===== src/rtl/periph_bus_master.sv =====
// rtl/periph_bus_master.sv - queued request master issuing single-cycle peripheral bus strobes
module periph_bus_master #(
  parameter int FIFO_DEPTH = 4
) (
  input  logic        clk,
  input  logic        rst,
  input  logic        req_valid,
  output logic        req_ready,
  input  logic        req_we,
  input  logic [31:0] req_addr,
  input  logic [31:0] req_wdata,
  output logic        rsp_valid,
  output logic [31:0] rsp_rdata,
  output logic [31:0] sys_w_addr,
  output logic [31:0] sys_w_line,
  output logic        sys_w,
  output logic [31:0] sys_r_addr,
  output logic        sys_r,
  input  logic [31:0] sys_r_line,
  output logic        busy
);

  localparam int PW = $clog2(FIFO_DEPTH);
  localparam logic [PW:0] FULL_CNT = (PW+1)'(FIFO_DEPTH);

  typedef enum logic [1:0] {IDLE, WRITE, READ, RWAIT} state_e;

  state_e          state_q, state_d;
  logic [64:0]     mem_q [FIFO_DEPTH];
  logic [PW-1:0]   wr_ptr_q, wr_ptr_d;
  logic [PW-1:0]   rd_ptr_q, rd_ptr_d;
  logic [PW:0]     count_q, count_d;
  logic            push, pop;
  logic [64:0]     head;
  logic            head_we;
  logic [31:0]     head_addr, head_wdata;

  logic            sys_w_q, sys_r_q, rsp_valid_q, busy_q;
  logic [31:0]     sys_w_addr_q, sys_w_line_q, sys_r_addr_q, rsp_rdata_q;

  assign head       = mem_q[rd_ptr_q];
  assign head_we    = head[64];
  assign head_addr  = head[63:32];
  assign head_wdata = head[31:0];

  // Ready comes from registered occupancy only, so a full queue refuses a push even on a popping edge.
  assign req_ready = ~rst & (count_q != FULL_CNT);
  assign push      = req_valid & req_ready;

  always_comb begin
    state_d = state_q;
    pop     = 1'b0;
    unique case (state_q)
      IDLE, WRITE: begin
        if (count_q != '0) begin
          pop     = 1'b1;
          state_d = head_we ? WRITE : READ;
        end else begin
          state_d = IDLE;
        end
      end
      READ:    state_d = RWAIT;
      RWAIT:   state_d = IDLE;
      default: state_d = IDLE;
    endcase
  end

  always_comb begin
    wr_ptr_d = push ? wr_ptr_q + PW'(1) : wr_ptr_q;
    rd_ptr_d = pop  ? rd_ptr_q + PW'(1) : rd_ptr_q;
    count_d  = count_q + (PW+1)'(push) - (PW+1)'(pop);
  end

  always_ff @(posedge clk) begin
    if (push) begin
      mem_q[wr_ptr_q] <= {req_we, req_addr, req_wdata};
    end
  end

  always_ff @(posedge clk) begin
    if (rst) begin
      state_q      <= IDLE;
      wr_ptr_q     <= '0;
      rd_ptr_q     <= '0;
      count_q      <= '0;
      sys_w_q      <= 1'b0;
      sys_r_q      <= 1'b0;
      sys_w_addr_q <= '0;
      sys_w_line_q <= '0;
      sys_r_addr_q <= '0;
      rsp_valid_q  <= 1'b0;
      rsp_rdata_q  <= '0;
      busy_q       <= 1'b0;
    end else begin
      state_q  <= state_d;
      wr_ptr_q <= wr_ptr_d;
      rd_ptr_q <= rd_ptr_d;
      count_q  <= count_d;
      // Strobes are registered at the pop so they coincide with the WRITE/READ state cycle.
      sys_w_q  <= pop & head_we;
      sys_r_q  <= pop & ~head_we;
      if (pop & head_we) begin
        sys_w_addr_q <= head_addr;
        sys_w_line_q <= head_wdata;
      end
      if (pop & ~head_we) begin
        sys_r_addr_q <= head_addr;
      end
      rsp_valid_q <= (state_q == RWAIT);
      if (state_q == RWAIT) begin
        rsp_rdata_q <= sys_r_line;
      end
      busy_q <= (count_d != '0) | (state_d != IDLE);
    end
  end

  assign sys_w      = sys_w_q;
  assign sys_r      = sys_r_q;
  assign sys_w_addr = sys_w_addr_q;
  assign sys_w_line = sys_w_line_q;
  assign sys_r_addr = sys_r_addr_q;
  assign rsp_valid  = rsp_valid_q;
  assign rsp_rdata  = rsp_rdata_q;
  assign busy       = busy_q;

endmodule


===== config.mk =====
export PLATFORM = sky130hd
export DESIGN_NAME = periph_bus_master
export DESIGN_NICKNAME = d
export VERILOG_FILES = /design/src/rtl/periph_bus_master.sv
export SDC_FILE = /design/constraint.sdc
export NUM_CORES = 1
export LEC_CHECK = 0
export ABC_AREA = 1
export BUFFER_PORTS_ARGS = -buffer_cell sky130_fd_sc_hd__buf_2
export CAP_MARGIN = 20
export CORE_MARGIN = 10
export CORE_UTILIZATION = 39
export CTS_BUF_LIST = sky130_fd_sc_hd__clkbuf_4 sky130_fd_sc_hd__clkbuf_8
export DETAILED_ROUTE_END_ITERATION = 8
export PLACE_DENSITY = 0.57
export SLEW_MARGIN = 20
export SYNTH_ARGS = -nofsm -noshare
export SYNTH_HDL_FRONTEND = slang
export SYNTH_SLANG_ARGS = --single-unit

===== constraint.sdc =====
create_clock -name clk -period 5.22 [get_ports clk]
set_input_delay 1.044 -clock clk [delete_from_list [all_inputs] [get_ports clk]]
set_output_delay 1.044 -clock clk [all_outputs]
set_load 0.03 [all_outputs]

==> impl_metrics.env <==
export IMPL_synth_area_leaders="edfxtp_1 (50%), dfxtp_1 (18%), nor2_1 (10%), nand2_1 (7.7%), o21ai_0 (4.2%)"
export IMPL_routedWlPerCell_um=16.02
export IMPL_cts_tree="yes"
export IMPL_fmax_ghz=0.3061
export IMPL_clkLatencyLatePin_ns=0.62
export IMPL_num_rows=72
export IMPL_hpwl_um=23410
export IMPL_crit_path_start="rst"
export IMPL_grt_overflow=0
export IMPL_io_pins=233
export IMPL_grt_max_degree=101
export IMPL_cpLargestDelayFamily="adder cells"
export IMPL_drtIter0Drc=725
export IMPL_nets=1909
export IMPL_cp_max_fo=52
export IMPL_finClkSkew_ns=0.03409
export IMPL_clockBufferDepth=3
export IMPL_core_area_um2=39010
export IMPL_finalSetupViolCount=0
export IMPL_endpoint_kind="flop"
export IMPL_htreeDepth=3
export IMPL_relSlewSlack_pct=28.76
export IMPL_place_ws_ns=1.309
export IMPL_syn_nets=1677
export IMPL_clk_pin_slew_ns=0.06
export IMPL_fin_setup_tns_ns=0
export IMPL_via_per_inst=4.576
export IMPL_rsz0062_at_grt="no"
export IMPL_synth_top_area_cell="edfxtp_1"
export IMPL_port_buffer_count=232
export IMPL_wl_um=38040
export IMPL_start_util_pct=39.77
export IMPL_die_area_um2=48150
export IMPL_synthCells=1570
export IMPL_crit_path_cell_trace="buf_2 -> inv_4 -> nand3_1 -> ha_1 -> inv_1 -> ha_1 -> fa_1 -> xor2_1 -> nand2_1 -> nand3_1 -> nor2_1 -> nor2_1"
export IMPL_path_class="in -> reg"
export IMPL_avgSynthCellArea_um2=9.880
export IMPL_cap_violations=0
export IMPL_cts_hold_buf=0
export IMPL_first_pass_iters=6
export IMPL_p_leak_uw=0.007931
export IMPL_worst_slew_pin_transition_ns=1.069
export IMPL_crit_arrival_ns=3.75
export IMPL_ant_nets=0
export IMPL_yosysUniqueCellTypes=24
export IMPL_cts_buffers_inserted=69
export IMPL_hold_violations=0
export IMPL_yosysWarningCount=0
export IMPL_synth_seq_area_share_pct=68.79
export IMPL_cts_root_buf="clkbuf_8"
export IMPL_final_common_cell="nor2_1"
export IMPL_r2r_slack_ns=2.09
export IMPL_period_needed_ns=3.267
export IMPL_finalWorstSetupSlack_ns=1.953
export IMPL_grt_pass1_wl_um=58730
export IMPL_fin_total_pwr_uw=11400
export IMPL_timing_rr_end="sys_r_addr[25]$_SDFFE_PP0P_"
export IMPL_synth_seq_cells=403
export IMPL_first_global_vias=10401
export IMPL_cts_resized=0
export IMPL_grt_util_all_layers_pct=15.50
export IMPL_start_kind="input port"
export IMPL_worst_r2r_path_depth=8
export IMPL_gp_congestion=0.7333
export IMPL_remaining_drc_errors=0
export IMPL_endpoint="busy$_SDFF_PP0_"
export IMPL_clkSinkCount=403
export IMPL_fp_dieW_um=219.4
export IMPL_hold_class="reg -> reg"
export IMPL_netlist_area_um2=15510
export IMPL_synth_top_area_share_pct=50.33
export IMPL_postCtsSetupBuffers=0
export IMPL_critPathRequiredTime_ns=5.71
export IMPL_hold_worst_slack_ns=0.4550
export IMPL_areaGrowthSynthToFinish_pct=19.45
export IMPL_ir_drop_uv=360.0
export IMPL_cp_buffers_inverters=3
export IMPL_path_depth=12
export IMPL_powerDensity_nw_per_um2=615.4
export IMPL_die_h_um=219.4
export IMPL_max_stage_delay_ns=0.54
export IMPL_antenna_found_initial=8
export IMPL_status="finished, final reports clean"
export IMPL_final_cell_mix="nor2_1 (429), nand2_1 (319), edfxtp_1 (260)"
export IMPL_drive_gt1_share_pct=20.11
export IMPL_routed_via_count=10867
export IMPL_critPathSlowestCell="nand3_1"
export IMPL_slew_violations=0
export IMPL_finalCritPeriodShare_pct=62.58
==> kinds of logic after synthesis <==
family / synth area share [%]
AO/OA/AOI/OAI: 4.541
XOR/XNOR: 0.1129
adder cells (fa/ha/maj): 0.6130
buffers and inverters: 5.138
flip-flops: 68.79
AND/OR/NAND/NOR: 20.81
==> tightest hold or removal path, cell delays in order, from the launching register on <==
cell     delay (ns)
dfxtp_1        0.31
inv_1          0.05
a21oi_1        0.07
==> cells in the mapped netlist <==
cell type	instances
a21oi_1	7
inv_2	3
xor2_1	1
nor2_2	1
o21ai_0	130
inv_1	97
buf_1	5
buf_4	8
nor2_1	433
ha_1	6
buf_2	25
nand3_1	76
edfxtp_1	260
buf_6	5
clkbuf_1	42
a21oi_2	1
nand2_2	2
fa_1	1
dfxtp_1	143
xnor2_1	1
nand2_1	319
or2_2	1
o21ai_1	2
clkinv_1	1
==> how the worst min path moves through the flow <==
stage                                    from                         to  cells after the start
floorplan            rd_ptr_q[1]$_SDFFE_PP0P_                       flop                      2
global placement    rsp_rdata[8]$_SDFFE_PP0P_  rsp_rdata[8]$_SDFFE_PP0P_                      2
detailed placement   rd_ptr_q[1]$_SDFFE_PP0P_                       flop                      2
CTS                  rd_ptr_q[1]$_SDFFE_PP0P_                       flop                      2
global route         rd_ptr_q[1]$_SDFFE_PP0P_                       flop                      2
finish               rd_ptr_q[1]$_SDFFE_PP0P_                       flop                      2
==> where the power goes <==
part	switching, uW	internal [uW]	total [uW]
Clock	1250	1640	2900
Combinational	3020	1160	4190
Sequential	353	3970	4320
Total	4630	6770	11400
==> cell type report <==
class                      count  area, um2
clock buffer                  97       1247
fill                        3716      20480
clock inverter                27      181.4
antenna                        2      5.005
timing repair buffer         246       1291
tap                          518      648.1
inverter                     101      385.4
multi-input combinational    981       4095
sequential                   403      10680
==> registers in the layout (all words and copies together), names as in the netlist, named ones only <==
| name | flops |
|---|---|
| rd_ptr_q | 2 |
| sys_r_addr | 32 |
| wr_ptr_q | 2 |
| rsp_rdata | 32 |
| busy | 1 |
| sys_w_line | 32 |
| mem_q | 260 |
| sys_w_addr | 32 |
| state_q | 2 |
| sys_w | 1 |
| sys_r | 1 |
| rsp_valid | 1 |
| count_q | 3 |
==> routing by layer <==
| layer | routed length (um) | global-route usage (%) |
|---|---|---|
| met5 | 57 | 0 |
| met4 | 606 | 5.332 |
| met3 | 2697 | 4.388 |
| met2 | 17770 | 24.83 |
| met1 | 16910 | 19.78 |
==> stage by stage <==
step                instances  instance area, um2  util [%]
CTS                      2373               18520     47.49
finish                   2375               18530     47.50
global route             2374               18530     47.49
floorplan                1570               15510         -
detailed placement       2249               17100     43.83
global placement         2249               17100     43.83
Note: power is estimated with default switching activity, not from simulation.
